`src/rtl/life_pkg.sv`:
```
// Shared defaults and types for the Life grid host port.
// Grid geometry defaults match the engine; row index width is derived here.
package life_pkg;

  localparam int unsigned LifeWidth  = 8;
  localparam int unsigned LifeHeight = 8;

  typedef enum logic [1:0] {
    StIdle = 2'd0,
    StSend = 2'd1,
    StLoad = 2'd2
  } stream_state_t;

  // A one-row grid still needs a 1-bit index to keep port widths legal.
  function automatic int unsigned row_idx_width(input int unsigned height);
    return (height > 1) ? $clog2(height) : 1;
  endfunction

endpackage

```
`src/rtl/life_row_counter.sv`:
```
// Wrapping row counter: counts 0..Height-1 on inc_i and flags the last row.
// The wrap compares against Height-1 so non power-of-two heights work.
module life_row_counter
  import life_pkg::*;
#(
  parameter int unsigned Height = LifeHeight,
  localparam int unsigned RowW = row_idx_width(Height)
) (
  input  logic            clk_i,
  input  logic            rst_ni,
  input  logic            inc_i,
  output logic [RowW-1:0] row_o,
  output logic            at_last_o
);

  localparam logic [RowW-1:0] LastRow = RowW'(Height - 1);

  logic [RowW-1:0] row_d, row_q;

  assign at_last_o = (row_q == LastRow);
  assign row_o     = row_q;

  always_comb begin
    row_d = row_q;
    if (inc_i) begin
      row_d = at_last_o ? '0 : row_q + 1'b1;
    end
  end

  always_ff @(posedge clk_i or negedge rst_ni) begin
    if (!rst_ni) begin
      row_q <= '0;
    end else begin
      row_q <= row_d;
    end
  end

endmodule

```
`src/rtl/life_grid_stream.sv`:
```
// Host port for the Life engine: snapshots and streams the grid out row by row,
// and writes host rows into the engine while holding it frozen.
module life_grid_stream
  import life_pkg::*;
#(
  parameter int unsigned Width  = LifeWidth,
  parameter int unsigned Height = LifeHeight,
  localparam int unsigned RowW = row_idx_width(Height)
) (
  input  logic                    clk_i,
  input  logic                    rst_ni,
  input  logic [Width*Height-1:0] grid_i,
  input  logic                    snap_req_i,
  output logic                    busy_o,
  output logic                    tx_valid_o,
  input  logic                    tx_ready_i,
  output logic [Width-1:0]        tx_data_o,
  output logic [RowW-1:0]         tx_row_o,
  output logic                    tx_last_o,
  input  logic                    rx_valid_i,
  output logic                    rx_ready_o,
  input  logic [Width-1:0]        rx_data_i,
  output logic                    load_we_o,
  output logic [RowW-1:0]         load_row_o,
  output logic [Width-1:0]        load_data_o,
  output logic                    load_done_o,
  output logic                    engine_hold_o
);

  stream_state_t           state_q;
  logic [Width*Height-1:0] snapshot_q;
  logic                    load_we_q;
  logic [RowW-1:0]         load_row_q;
  logic [Width-1:0]        load_data_q;
  logic                    load_done_q;

  logic            tx_fire, rx_fire;
  logic [RowW-1:0] tx_cnt, rx_cnt;
  logic            tx_at_last, rx_at_last;

  assign rx_ready_o = (state_q == StIdle) || (state_q == StLoad);
  assign tx_valid_o = (state_q == StSend);
  assign busy_o     = (state_q != StIdle);

  assign tx_fire = tx_valid_o && tx_ready_i;
  assign rx_fire = rx_valid_i && rx_ready_o;

  life_row_counter #(
    .Height(Height)
  ) u_tx_cnt (
    .clk_i    (clk_i),
    .rst_ni   (rst_ni),
    .inc_i    (tx_fire),
    .row_o    (tx_cnt),
    .at_last_o(tx_at_last)
  );

  life_row_counter #(
    .Height(Height)
  ) u_rx_cnt (
    .clk_i    (clk_i),
    .rst_ni   (rst_ni),
    .inc_i    (rx_fire),
    .row_o    (rx_cnt),
    .at_last_o(rx_at_last)
  );

  // tx_cnt only moves on a transfer, so the selected row is stable under backpressure.
  assign tx_data_o = snapshot_q[tx_cnt*Width +: Width];
  assign tx_row_o  = tx_cnt;
  assign tx_last_o = tx_valid_o && tx_at_last;

  assign load_we_o     = load_we_q;
  assign load_row_o    = load_row_q;
  assign load_data_o   = load_data_q;
  assign load_done_o   = load_done_q;
  // load_we_q extends the hold over the final write, which lands after the return to idle.
  assign engine_hold_o = (state_q == StLoad) || load_we_q;

  always_ff @(posedge clk_i or negedge rst_ni) begin
    if (!rst_ni) begin
      state_q     <= StIdle;
      snapshot_q  <= '0;
      load_we_q   <= 1'b0;
      load_row_q  <= '0;
      load_data_q <= '0;
      load_done_q <= 1'b0;
    end else begin
      load_we_q   <= rx_fire;
      load_done_q <= rx_fire && rx_at_last;
      if (rx_fire) begin
        load_row_q  <= rx_cnt;
        load_data_q <= rx_data_i;
      end

      unique case (state_q)
        StIdle: begin
          // A load request beats a simultaneous snapshot request.
          if (rx_fire) begin
            state_q <= rx_at_last ? StIdle : StLoad;
          end else if (snap_req_i) begin
            snapshot_q <= grid_i;
            state_q    <= StSend;
          end
        end
        StSend: begin
          if (tx_fire && tx_at_last) begin
            state_q <= StIdle;
          end
        end
        StLoad: begin
          if (rx_fire && rx_at_last) begin
            state_q <= StIdle;
          end
        end
        default: state_q <= StIdle;
      endcase
    end
  end

endmodule

```
`config.mk`:
```
export PLATFORM = sky130hd
export DESIGN_NAME = life_grid_stream
export DESIGN_NICKNAME = d
export VERILOG_FILES = /design/src/rtl/life_pkg.sv /design/src/rtl/life_row_counter.sv /design/src/rtl/life_grid_stream.sv
export SDC_FILE = /design/constraint.sdc
export NUM_CORES = 1
export LEC_CHECK = 0
export ABC_AREA = 1
export BUFFER_PORTS_ARGS = -buffer_cell sky130_fd_sc_hd__buf_4
export CAP_MARGIN = 20
export CORE_MARGIN = 2
export CORE_UTILIZATION = 50
export DETAILED_ROUTE_END_ITERATION = 16
export HOLD_SLACK_MARGIN = 0.06
export PLACE_DENSITY_LB_ADDON = 0.08
export RECOVER_POWER = 50
export REMOVE_ABC_BUFFERS = 1
export SYNTH_ARGS = -nofsm -noshare
export SYNTH_HDL_FRONTEND = slang
export SYNTH_SLANG_ARGS = --single-unit
```
`constraint.sdc`:
```
create_clock -name clk_i -period 1.65 [get_ports clk_i]
set_input_delay 0.2475 -clock clk_i [delete_from_list [all_inputs] [get_ports clk_i]]
set_output_delay 0.2475 -clock clk_i [all_outputs]
set_load 0.01 [all_outputs]
```
==> out/metrics.cfg <==
[final_layout]
seq_area_um2 = 2130
final_cell_area_um2 = 5600
syn_to_final_growth_pct = 39.6
drive_above_1_share_pct = 33.6
multi_input_area_um2 = 1770
fillers = 649
layoutNonFillerInstCount = 735
mostFrequentLayoutCells = nand2_1, buf_4, dfrtp_1
nNetsFinal = 710
diodes = 0
final_common_cell = nand2_1

[timing]
finalCritPeriodShare_pct = 109
grt_setup_unrepaired = yes
finalSetupViolCount = 9
worst_pin_slew_ns = 0.795
relSlewSlack_pct = 47.0
period_minus_slack_ns = 1.80
setup_tns_ns = -1.24
setup_slack_ns = -0.151
whs_ns = 0.0839
skew_ns = 0.00840
slew_violations = 0
max_freq_mhz = 555
hold_violations = 0

[synth]
synth_seq_cells = 85
synth-simple-area-share_pct = 24.8
synthAdderAreaFrac_pct = 1.25
yosysSeqAreaShare_pct = 53.0
synthDistinctLibCells = 16
synth_area_um2 = 4010
synth_warnings = 0
synth_compound_area_share_pct = 9.79
muxShareOfSynthArea_pct = 0
synth_top_family_by_area = simple AND/OR/NAND/NOR gates
yosys.area_share.xor_xnor_pct = 0
synth_area_per_cell_um2 = 7.76
netlist_instances = 517

[clock_tree]
cts_max_level = 3
cts_tree = built
insertion_delay_ns = 0.35
clockBufferDepth = 2
cts_buffers = 9
clock_sinks = 85
cts_root_buffer = clkbuf_8
path_clk_slew_ns = 0.08

[global_route]
antenna_found_initial = 0
groute.usage.overall_pct = 23.5
gr-total-overflow = 0
grt_start_max_net_pins = 76
grt_pass1_vias = 3478
grt_pass1_wl_mm = 16.1

[detailed_routing]
drc = 0
drt_wl_total_mm = 9.94
drt_first_iter_violations = 203
via_count = 3553
antenna_left = 0
wl_per_cell_um = 13.5
first_pass_iters = 4
drt-vias-per-instance = 4.83

[power_and_ir_drop]
vdd_drop_max_mv = 0.759
totalPowerFinal_mw = 10.4
pwr_density_cell_nw_per_um2 = 1860
p_leak_nw = 3.09

[outcome]
status = complete, but fails checks
violations = negative setup slack

[critical_path]
r2r-start = state_q[0]
cp_max_fo = 8
setup.worst_path.class = flip-flop to output port
crit_arrival_ns = 1.55
cp-start-kind = flip-flop
crit_start = u_tx_cnt.row_o[0]
required_ns = 1.40
end_kind = output port

[floorplan]
rows = 32
die-area_um2 = 8760
io_pins = 106
start_util_pct = 51.7
die_w_um = 93.6
core_um2 = 7770
die_y_um = 93.6

[place]
hpwl_mm = 6.55
postPlaceCellArea_um2 = 4950
gp_congestion = 0.840
portBuffers = 105
dpl.cell_count = 712

[run]
maxCapViolCount = 0

[worst_hold_path]
hold_path.startpoint = rx_data_i[1]
hold_class = primary input to flip-flop

## synth_stat cells
master | n | area share, %
nand2_1 | 147 | 14
dfrtp_1 | 85 | 53
inv_1 | 75 | 7.0
nor2_1 | 67 | 6.3
a21oi_1 | 54 | 6.7
nand3_1 | 36 | 4.5
buf_2 | 16 | 2.0
a21oi_2 | 10 | 2.2
buf_4 | 7 | 1.3
o21ai_0 | 7 | 0.87
ha_1 | 4 | 1.2
clkbuf_1 | 3 | 0.28
clkinv_1 | 2 | 0.19
nor2_2 | 2 | 0.31
buf_6 | 1 | 0.28
inv_2 | 1 | 0.093
## area by class of cell
cell class | count | share of cell area, %
clock buffer | 10 | 2.28
multi-input combinational | 327 | 31.5
tap | 102 | 2.28
clock inverter | 5 | 0.938
inverter | 78 | 5.40
sequential | 85 | 38.0
timing repair buffer | 128 | 19.6
## path summary, 6_finish.rpt
check	to	slack (ns)	cells past startpoint
min in group asynchronous	snapshot_q[15]	0.50	2
max reg2reg	snapshot_q[11]	0.21	5
max in group asynchronous	u_tx_cnt.row_o[0]	0.16	3
max	tx_data_o[1]	-0.15	8
min reg2reg	load_data_o[6]	0.48	2
min	load_data_o[1]	0.08	3
## power breakdown
group | switching, mW | internal [mW]
Sequential | 0.365 | 3.00
Combinational | 3.15 | 2.49
Clock | 0.727 | 0.684
Total | 4.25 | 6.17
## per-stage QoR
step / worst slack [ns] / utilization [%]
after floorplan: -2.03 / -
final: -0.151 / 72.1
after detailed placement: 0.145 / 63.7
after CTS: -0.133 / 71.2
after global routing: -0.192 / 72.1
after global placement: 0.194 / 63.7
## critical path, cell delays in order (launching register included)
cell,delay (ns)
dfrtp_2,0.45
buf_6,0.16
buf_12,0.15
nand2_4,0.07
nand3_4,0.06
nand2_2,0.07
nand2_1,0.04
nand2_1,0.08
buf_6,0.10
## repair_timing
action | in CTS | in global routing
setup buffers | 3 | 1
pin swaps | 50 | 24
hold buffers | 1 | 0
endpoints found under the hold margin | 28 | 0
endpoints found under the setup margin | 9 | 9
gates cloned | 3 | 0
resized for setup | 80 | 30
## registers in the layout, summed over array words and instances (netlist names)
name,flops
load_data_o,8
load_row_o,3
state_q,2
load_we_o,1
u_tx_cnt.row_o,3
u_rx_cnt.row_o,3
load_done_o,1
snapshot_q,64
## cell families after synthesis
| kind of cell | count (synthesis) |
|---|---|
| adders and majority gates | 4 |
| DFF | 85 |
| and+or+nand+nor | 252 |
| buffers and inverters | 105 |
| AOI/OAI and AO/OA | 71 |
## routing by layer
layer	share of wire (%)	GRT usage, %
met3	5.5	3.95
met5	0	0
met4	2.5	9.18
met1	43	31.5
met2	49	38.5
Note: power is estimated with default switching activity, not from simulation.
